<file path="config.mk">
export PLATFORM = sky130hd
export DESIGN_NAME = user_io_scan_chain
export DESIGN_NICKNAME = d
export VERILOG_FILES = /design/src/rtl/user_io_scan_chain.sv
export SDC_FILE = /design/constraint.sdc
export NUM_CORES = 1
export LEC_CHECK = 0
export CORE_ASPECT_RATIO = 0.75
export CORE_MARGIN = 1
export CORE_UTILIZATION = 45
export DETAILED_ROUTE_END_ITERATION = 6
export GPL_ROUTABILITY_DRIVEN = 0
export PLACE_DENSITY_LB_ADDON = 0.25
export SLEW_MARGIN = 20
export SYNTH_ARGS = -nofsm -noshare
export SYNTH_HDL_FRONTEND = slang
export SYNTH_SLANG_ARGS = --single-unit
export TNS_END_PERCENT = 100
</file>
<file path="constraint.sdc">
create_clock -name clk -period 4.2 [get_ports clk]
set_clock_uncertainty 0.05 [all_clocks]
set_input_delay 1.05 -clock clk [delete_from_list [all_inputs] [get_ports clk]]
set_output_delay 1.05 -clock clk [all_outputs]
set_load 0.01 [all_outputs]
</file>
<file path="src/rtl/user_io_scan_chain.sv">
// Serial scan front-end for an 8-bit user design: shifts a frame in, applies it to io_in,
// waits a settle time, captures io_out and shifts the captured word back out MSB first.
module user_io_scan_chain #(
    parameter int                 WIDTH         = 8,
    parameter int                 SETTLE_CYCLES = 2,
    parameter logic [WIDTH-1:0]   RESET_IO      = {WIDTH{1'b0}}
) (
    input  logic             clk,
    input  logic             rst_n,
    input  logic             scan_in,
    input  logic             scan_valid,
    input  logic             scan_abort,
    output logic             scan_out,
    output logic             scan_out_valid,
    output logic             busy,
    output logic             frame_done,
    output logic [WIDTH-1:0] user_io_in,
    input  logic [WIDTH-1:0] user_io_out
);

    localparam int CW = (WIDTH > 1) ? $clog2(WIDTH) : 1;
    localparam int SW = (SETTLE_CYCLES > 1) ? $clog2(SETTLE_CYCLES) : 1;
    localparam logic [CW-1:0] LAST_BIT    = CW'(WIDTH - 1);
    localparam logic [SW-1:0] SETTLE_LOAD = (SETTLE_CYCLES > 0) ? SW'(SETTLE_CYCLES - 1) : '0;

    typedef enum logic [2:0] {
        S_IDLE,
        S_SHIFT,
        S_APPLY,
        S_SETTLE,
        S_CAPTURE,
        S_UNLOAD
    } state_t;

    state_t           state_q;
    logic [CW-1:0]    bit_cnt_q;
    logic [SW-1:0]    settle_q;
    logic [WIDTH-1:0] shift_q;
    logic [WIDTH-1:0] cap_q;
    logic [WIDTH-1:0] user_io_in_q;
    logic             scan_out_valid_q;
    logic             busy_q;
    logic             frame_done_q;

    logic [WIDTH-1:0] shift_d;
    logic [WIDTH-1:0] cap_d;

    assign shift_d = {shift_q[WIDTH-2:0], scan_in};
    assign cap_d   = {cap_q[WIDTH-2:0], 1'b0};

    always_ff @(posedge clk or negedge rst_n) begin
        if (!rst_n) begin
            state_q          <= S_IDLE;
            bit_cnt_q        <= '0;
            settle_q         <= '0;
            shift_q          <= '0;
            cap_q            <= '0;
            user_io_in_q     <= RESET_IO;
            scan_out_valid_q <= 1'b0;
            busy_q           <= 1'b0;
            frame_done_q     <= 1'b0;
        end else begin
            frame_done_q <= 1'b0;
            // Abort wins over everything, including an APPLY in flight.
            if (scan_abort) begin
                state_q          <= S_IDLE;
                bit_cnt_q        <= '0;
                scan_out_valid_q <= 1'b0;
                busy_q           <= 1'b0;
            end else begin
                case (state_q)
                    S_IDLE, S_SHIFT: begin
                        if (scan_valid) begin
                            shift_q <= shift_d;
                            if (bit_cnt_q == LAST_BIT) begin
                                bit_cnt_q <= '0;
                                state_q   <= S_APPLY;
                                busy_q    <= 1'b1;
                            end else begin
                                bit_cnt_q <= bit_cnt_q + CW'(1);
                                state_q   <= S_SHIFT;
                            end
                        end
                    end
                    S_APPLY: begin
                        user_io_in_q <= shift_q;
                        if (SETTLE_CYCLES == 0) begin
                            state_q <= S_CAPTURE;
                        end else begin
                            settle_q <= SETTLE_LOAD;
                            state_q  <= S_SETTLE;
                        end
                    end
                    S_SETTLE: begin
                        if (settle_q == '0) begin
                            state_q <= S_CAPTURE;
                        end else begin
                            settle_q <= settle_q - SW'(1);
                        end
                    end
                    S_CAPTURE: begin
                        cap_q            <= user_io_out;
                        bit_cnt_q        <= '0;
                        scan_out_valid_q <= 1'b1;
                        state_q          <= S_UNLOAD;
                    end
                    S_UNLOAD: begin
                        cap_q <= cap_d;
                        if (bit_cnt_q == LAST_BIT) begin
                            bit_cnt_q        <= '0;
                            scan_out_valid_q <= 1'b0;
                            busy_q           <= 1'b0;
                            frame_done_q     <= 1'b1;
                            state_q          <= S_IDLE;
                        end else begin
                            bit_cnt_q <= bit_cnt_q + CW'(1);
                        end
                    end
                    default: begin
                        state_q          <= S_IDLE;
                        bit_cnt_q        <= '0;
                        scan_out_valid_q <= 1'b0;
                        busy_q           <= 1'b0;
                    end
                endcase
            end
        end
    end

    // Gate with valid so a stale captured word never leaks onto the pin after an abort.
    assign scan_out       = scan_out_valid_q & cap_q[WIDTH-1];
    assign scan_out_valid = scan_out_valid_q;
    assign busy           = busy_q;
    assign frame_done     = frame_done_q;
    assign user_io_in     = user_io_in_q;

endmodule

</file>
==> summary.txt <==
Run status
  – Status: finished clean

Logic synthesis
  – Top-count cell post-synth: sky130_fd_sc_hd__dfrtp_1
  – Mapped cell area: around 1500 um2
  – Adder-cell area share of the yosys netlist: 1.63%
  – Cell count after synthesis: between 100 and 150
  – Total nets after synthesis: 141
  – Dominant combinational cell family by area after synthesis: multiplexers
  – Synth Area in XOR/XNOR: 0%
  – Top cell type by total area after synthesis: sky130_fd_sc_hd__dfrtp_1
  – Yosys reg bits: 34
  – Mean Syn Cell Area: between 10 and 15 um2
  – Cell types with the highest counts after synthesis: sky130_fd_sc_hd__dfrtp_1, sky130_fd_sc_hd__mux2_2, sky130_fd_sc_hd__nor2_1
  – Number of enable flip-flop cells after synthesis: 0
  – Portion of synthesized cell area occupied by the leading cell type: 55.5%
  – Register area share after synthesis: 55.5%
  – Multiplexer share of the synthesized area: 16.3%
  – Post-Synth Simple-Gate Area: 11.5%
  – Yosys warnings: 0
  – Area fraction in compound gates after synthesis: 11.7%
  – Most area-consuming cells after synthesis: sky130_fd_sc_hd__dfrtp_1, sky130_fd_sc_hd__mux2_2, sky130_fd_sc_hd__mux2i_1
  – Number of distinct library cell variants in the gate-level netlist after synthesis: 37
  – Post-synthesis async set-or-reset flop share: 100%
  – Commonest register cell after synthesis: sky130_fd_sc_hd__dfrtp_1

CTS
  – Clock root cell: sky130_fd_sc_hd__clkbuf_8
  – Register clock-pin slew on the reported worst setup and hold paths: 0.06 ns
  – Maximum root-to-sink buffer count: 2
  – Number of buffers created by CTS: 5
  – CTS sink cnt: 34
  – Resized Gates After CTS: 0
  – Maximum level of the CTS H-tree: 2
  – Count of buffers added by post-CTS timing repair for setup: 0
  – Total of hold buffers inserted after clock tree synthesis: 0
  – Insertion delay to the later sink of the worst-skew pair: 0.28 ns
  – TritonCTS clock tree: built

GRT
  – Remaining global-route overflow: 0
  – Met3 Resource Use GR: 5.58%
  – Number of antenna violations at the first check in global routing: 0
  – Met2 Usage GRT: 27.7%
  – Largest net degree at the start of global routing: 35
  – First-pass GRT wire length: 4700 um
  – GR Util All Layers: about 17%
  – Number of global-route vias before repair: 1,039
  – Met1 Track Usage GR: 21.5%
  – Busiest layer in global routing: met2

Layout
  – Fin nets: 166
  – Number of antenna diodes: 0
  – Filler cell count in the final layout: 243
  – Layout area overhead: 24.2%
  – Proportion of layout cells with a drive suffix above 1: 20.4%

Detailed routing
  – Detailed router's first-iteration violation count: 43
  – Length of the first detailed-routing pass in iterations: 4
  – WL per Instance: 13.9 um
  – Drt via density: 5.35
  – DRT antenna net count: 0
  – Vias post-DR: 1,017
  – Final wirelength: 2640 um
  – Remaining routing DRC violations: 0

Min path
  – Worst Hold Path Cells: 1
  – Terminating pin of the worst hold path: user_io_in[5]$_DFFE_PN0P_
  – Launch instance of the worst min-delay path: user_io_in[5]$_DFFE_PN0P_
  – Worst min path class: flip-flop to flip-flop

Setup path
  – Setup crit end kind: flip-flop
  – Register-to-register setup slack: 2.27 ns
  – Startpoint of the worst-slack reg-to-reg timing path: state_q[1]$_DFFE_PN0P_
  – Required time of the critical path: 4.31 ns
  – Worst Setup Start Kind: primary input
  – Worst reg2reg path depth: 3
  – Maximum fanout along the worst path: 9
  – Worst setup path category: primary input to flip-flop
  – Reg2reg end: user_io_in[4]$_DFFE_PN0P_
  – Arrival time at the worst endpoint: between 2 and 3 ns

Flow run
  – Max Cap Violations: 0

Power
  – Sequential Power Share: 52.6%
  – Combinational share of power: 9.8%
  – Leakage dissipation: a little under 0.9 nW
  – Power density cells: ~400 nW/um2
  – Power, Total: 762 uW
  – Clock network fraction of total power: 37.6%
  – Peak supply drop: 0.000293 V
  – Psw: 171 uW
  – Switch share: around 22%
  – Cell Int Power: 591 uW

Timing
  – Final setup viols: 0
  – Transition time at the pin with the least slew margin: between 0.8 and 0.9 ns
  – Part of the cycle the worst path needs: 62.3%
  – Final-layout setup total negative slack: 0 ns
  – Least setup slack across all paths after layout: 1.58 ns
  – Max Slew Vio Count: 0
  – Setup repair after global routing missed its margin: no
  – Worst hold slack after final layout: 0.458 ns
  – Peak clock frequency supported by timing: 382 MHz
  – Fin. Hold Viols: 0
  – Slew margin rel.: 40.7%
  – Time the worst path needs with I/O delays and setup: 2.62 ns

Die
  – Floorplan core area: 3080 um2
  – Std-Cell Rows: 17
  – Die Ht: 52.6 um
  – Chip width: 69.4 um
  – Starting density of the core: roughly half
  – Die Outline Area: 3650 um2
  – Count of boundary I/O pins: 25

Place
  – Detailed placer's ending HPWL: 1810 um
  – Port bufs: 24
  – Post-placement worst setup slack: approximately 1.3 ns
power by group through the flow:
| stage | Clock (mW) | Sequential, mW | Combinational [mW] |
|---|---|---|---|
| after detailed placement | 0 | 0.407 | 0.0765 |
| after global placement | 0 | 0.403 | 0.0717 |
| after global routing | 0.313 | 0.406 | 0.0851 |
| after CTS | 0.295 | 0.401 | 0.0769 |
| after floorplan | 0 | 0.395 | 0.0514 |
| final | 0.286 | 0.401 | 0.0749 |
metal layers:
layer	up-vias	part of all wire, %
met5	-	0
met4	0	0.34
met3	2	4.7
met2	23	48
met1	493	47
li1	499	-
state kept, by name (all words and copies together) (netlist names):
register and cells:
user_io_in 8, state_q 3, shift_q 8, busy 1, scan_out_valid 1, frame_done 1, settle_q 1, bit_cnt_q 3
cap_q 8
worst max-delay path, cell delays in order:
cell                              delay, ns
sky130_fd_sc_hd__clkdlybuf4s50_1       0.61
sky130_fd_sc_hd__nor4_4                0.67
sky130_fd_sc_hd__mux2_2                0.40
cell families (layout without fill, tap and decap cells):
kind of cell | count (synthesis) | count (layout)
flops | 34 | 34
simple gates | 29 | 29
compound gates | 26 | 26
mux | 23 | 23
buf+inv | 12 | 38
fa+ha+maj | 2 | 2
layout by cell type (no fill, tap or decap), types with 3 or more instances in the layout:
cell	Yosys	routed
sky130_fd_sc_hd__mux2i_1	7	7
sky130_fd_sc_hd__clkbuf_8	0	5
sky130_fd_sc_hd__nor2_1	12	12
sky130_fd_sc_hd__a22o_1	3	3
sky130_fd_sc_hd__o21ai_0	3	3
sky130_fd_sc_hd__clkdlybuf4s50_1	0	24
sky130_fd_sc_hd__mux2_2	16	16
sky130_fd_sc_hd__dfrtp_1	34	34
sky130_fd_sc_hd__nand2_1	4	4
sky130_fd_sc_hd__inv_1	4	4
sky130_fd_sc_hd__a21oi_1	8	8
worst max-delay path by stage:
stage,start,to,slack (ns),depth (start not counted)
2_1_floorplan,scan_abort,user_io_in[0]$_DFFE_PN0P_,1.94,3
3_3_place_gp,scan_abort,user_io_in[4]$_DFFE_PN0P_,1.32,3
3_5_place_dp,scan_abort,user_io_in[3]$_DFFE_PN0P_,1.26,3
4_1_cts,scan_abort,user_io_in[4]$_DFFE_PN0P_,1.56,3
5_1_grt,scan_abort,cap_q[0]$_DFFE_PN0P_,1.44,4
6_report,scan_abort,user_io_in[4]$_DFFE_PN0P_,1.58,3
through the flow:
stage,utilization [%],area [um2],cells
after global routing,61.8,1910,190
final,61.8,1910,190
after global placement,58.3,1800,182
after CTS,61.8,1910,190
after floorplan,-,1530,126
after detailed placement,58.3,1800,182
final cells by class:
type                            count  area [um2]  area share [%]
Sequential cell                    34         851            44.6
Timing Repair Buffer               25         248            13.0
Clock inverter                      3        40.0            2.10
Tap cell                           38        47.5            2.50
Multi-Input combinational cell     80         632            33.2
Clock buffer                        5        68.8            3.61
Inverter                            5        18.8           0.985
No activity file was read; power rests on OpenSTA's default activity.
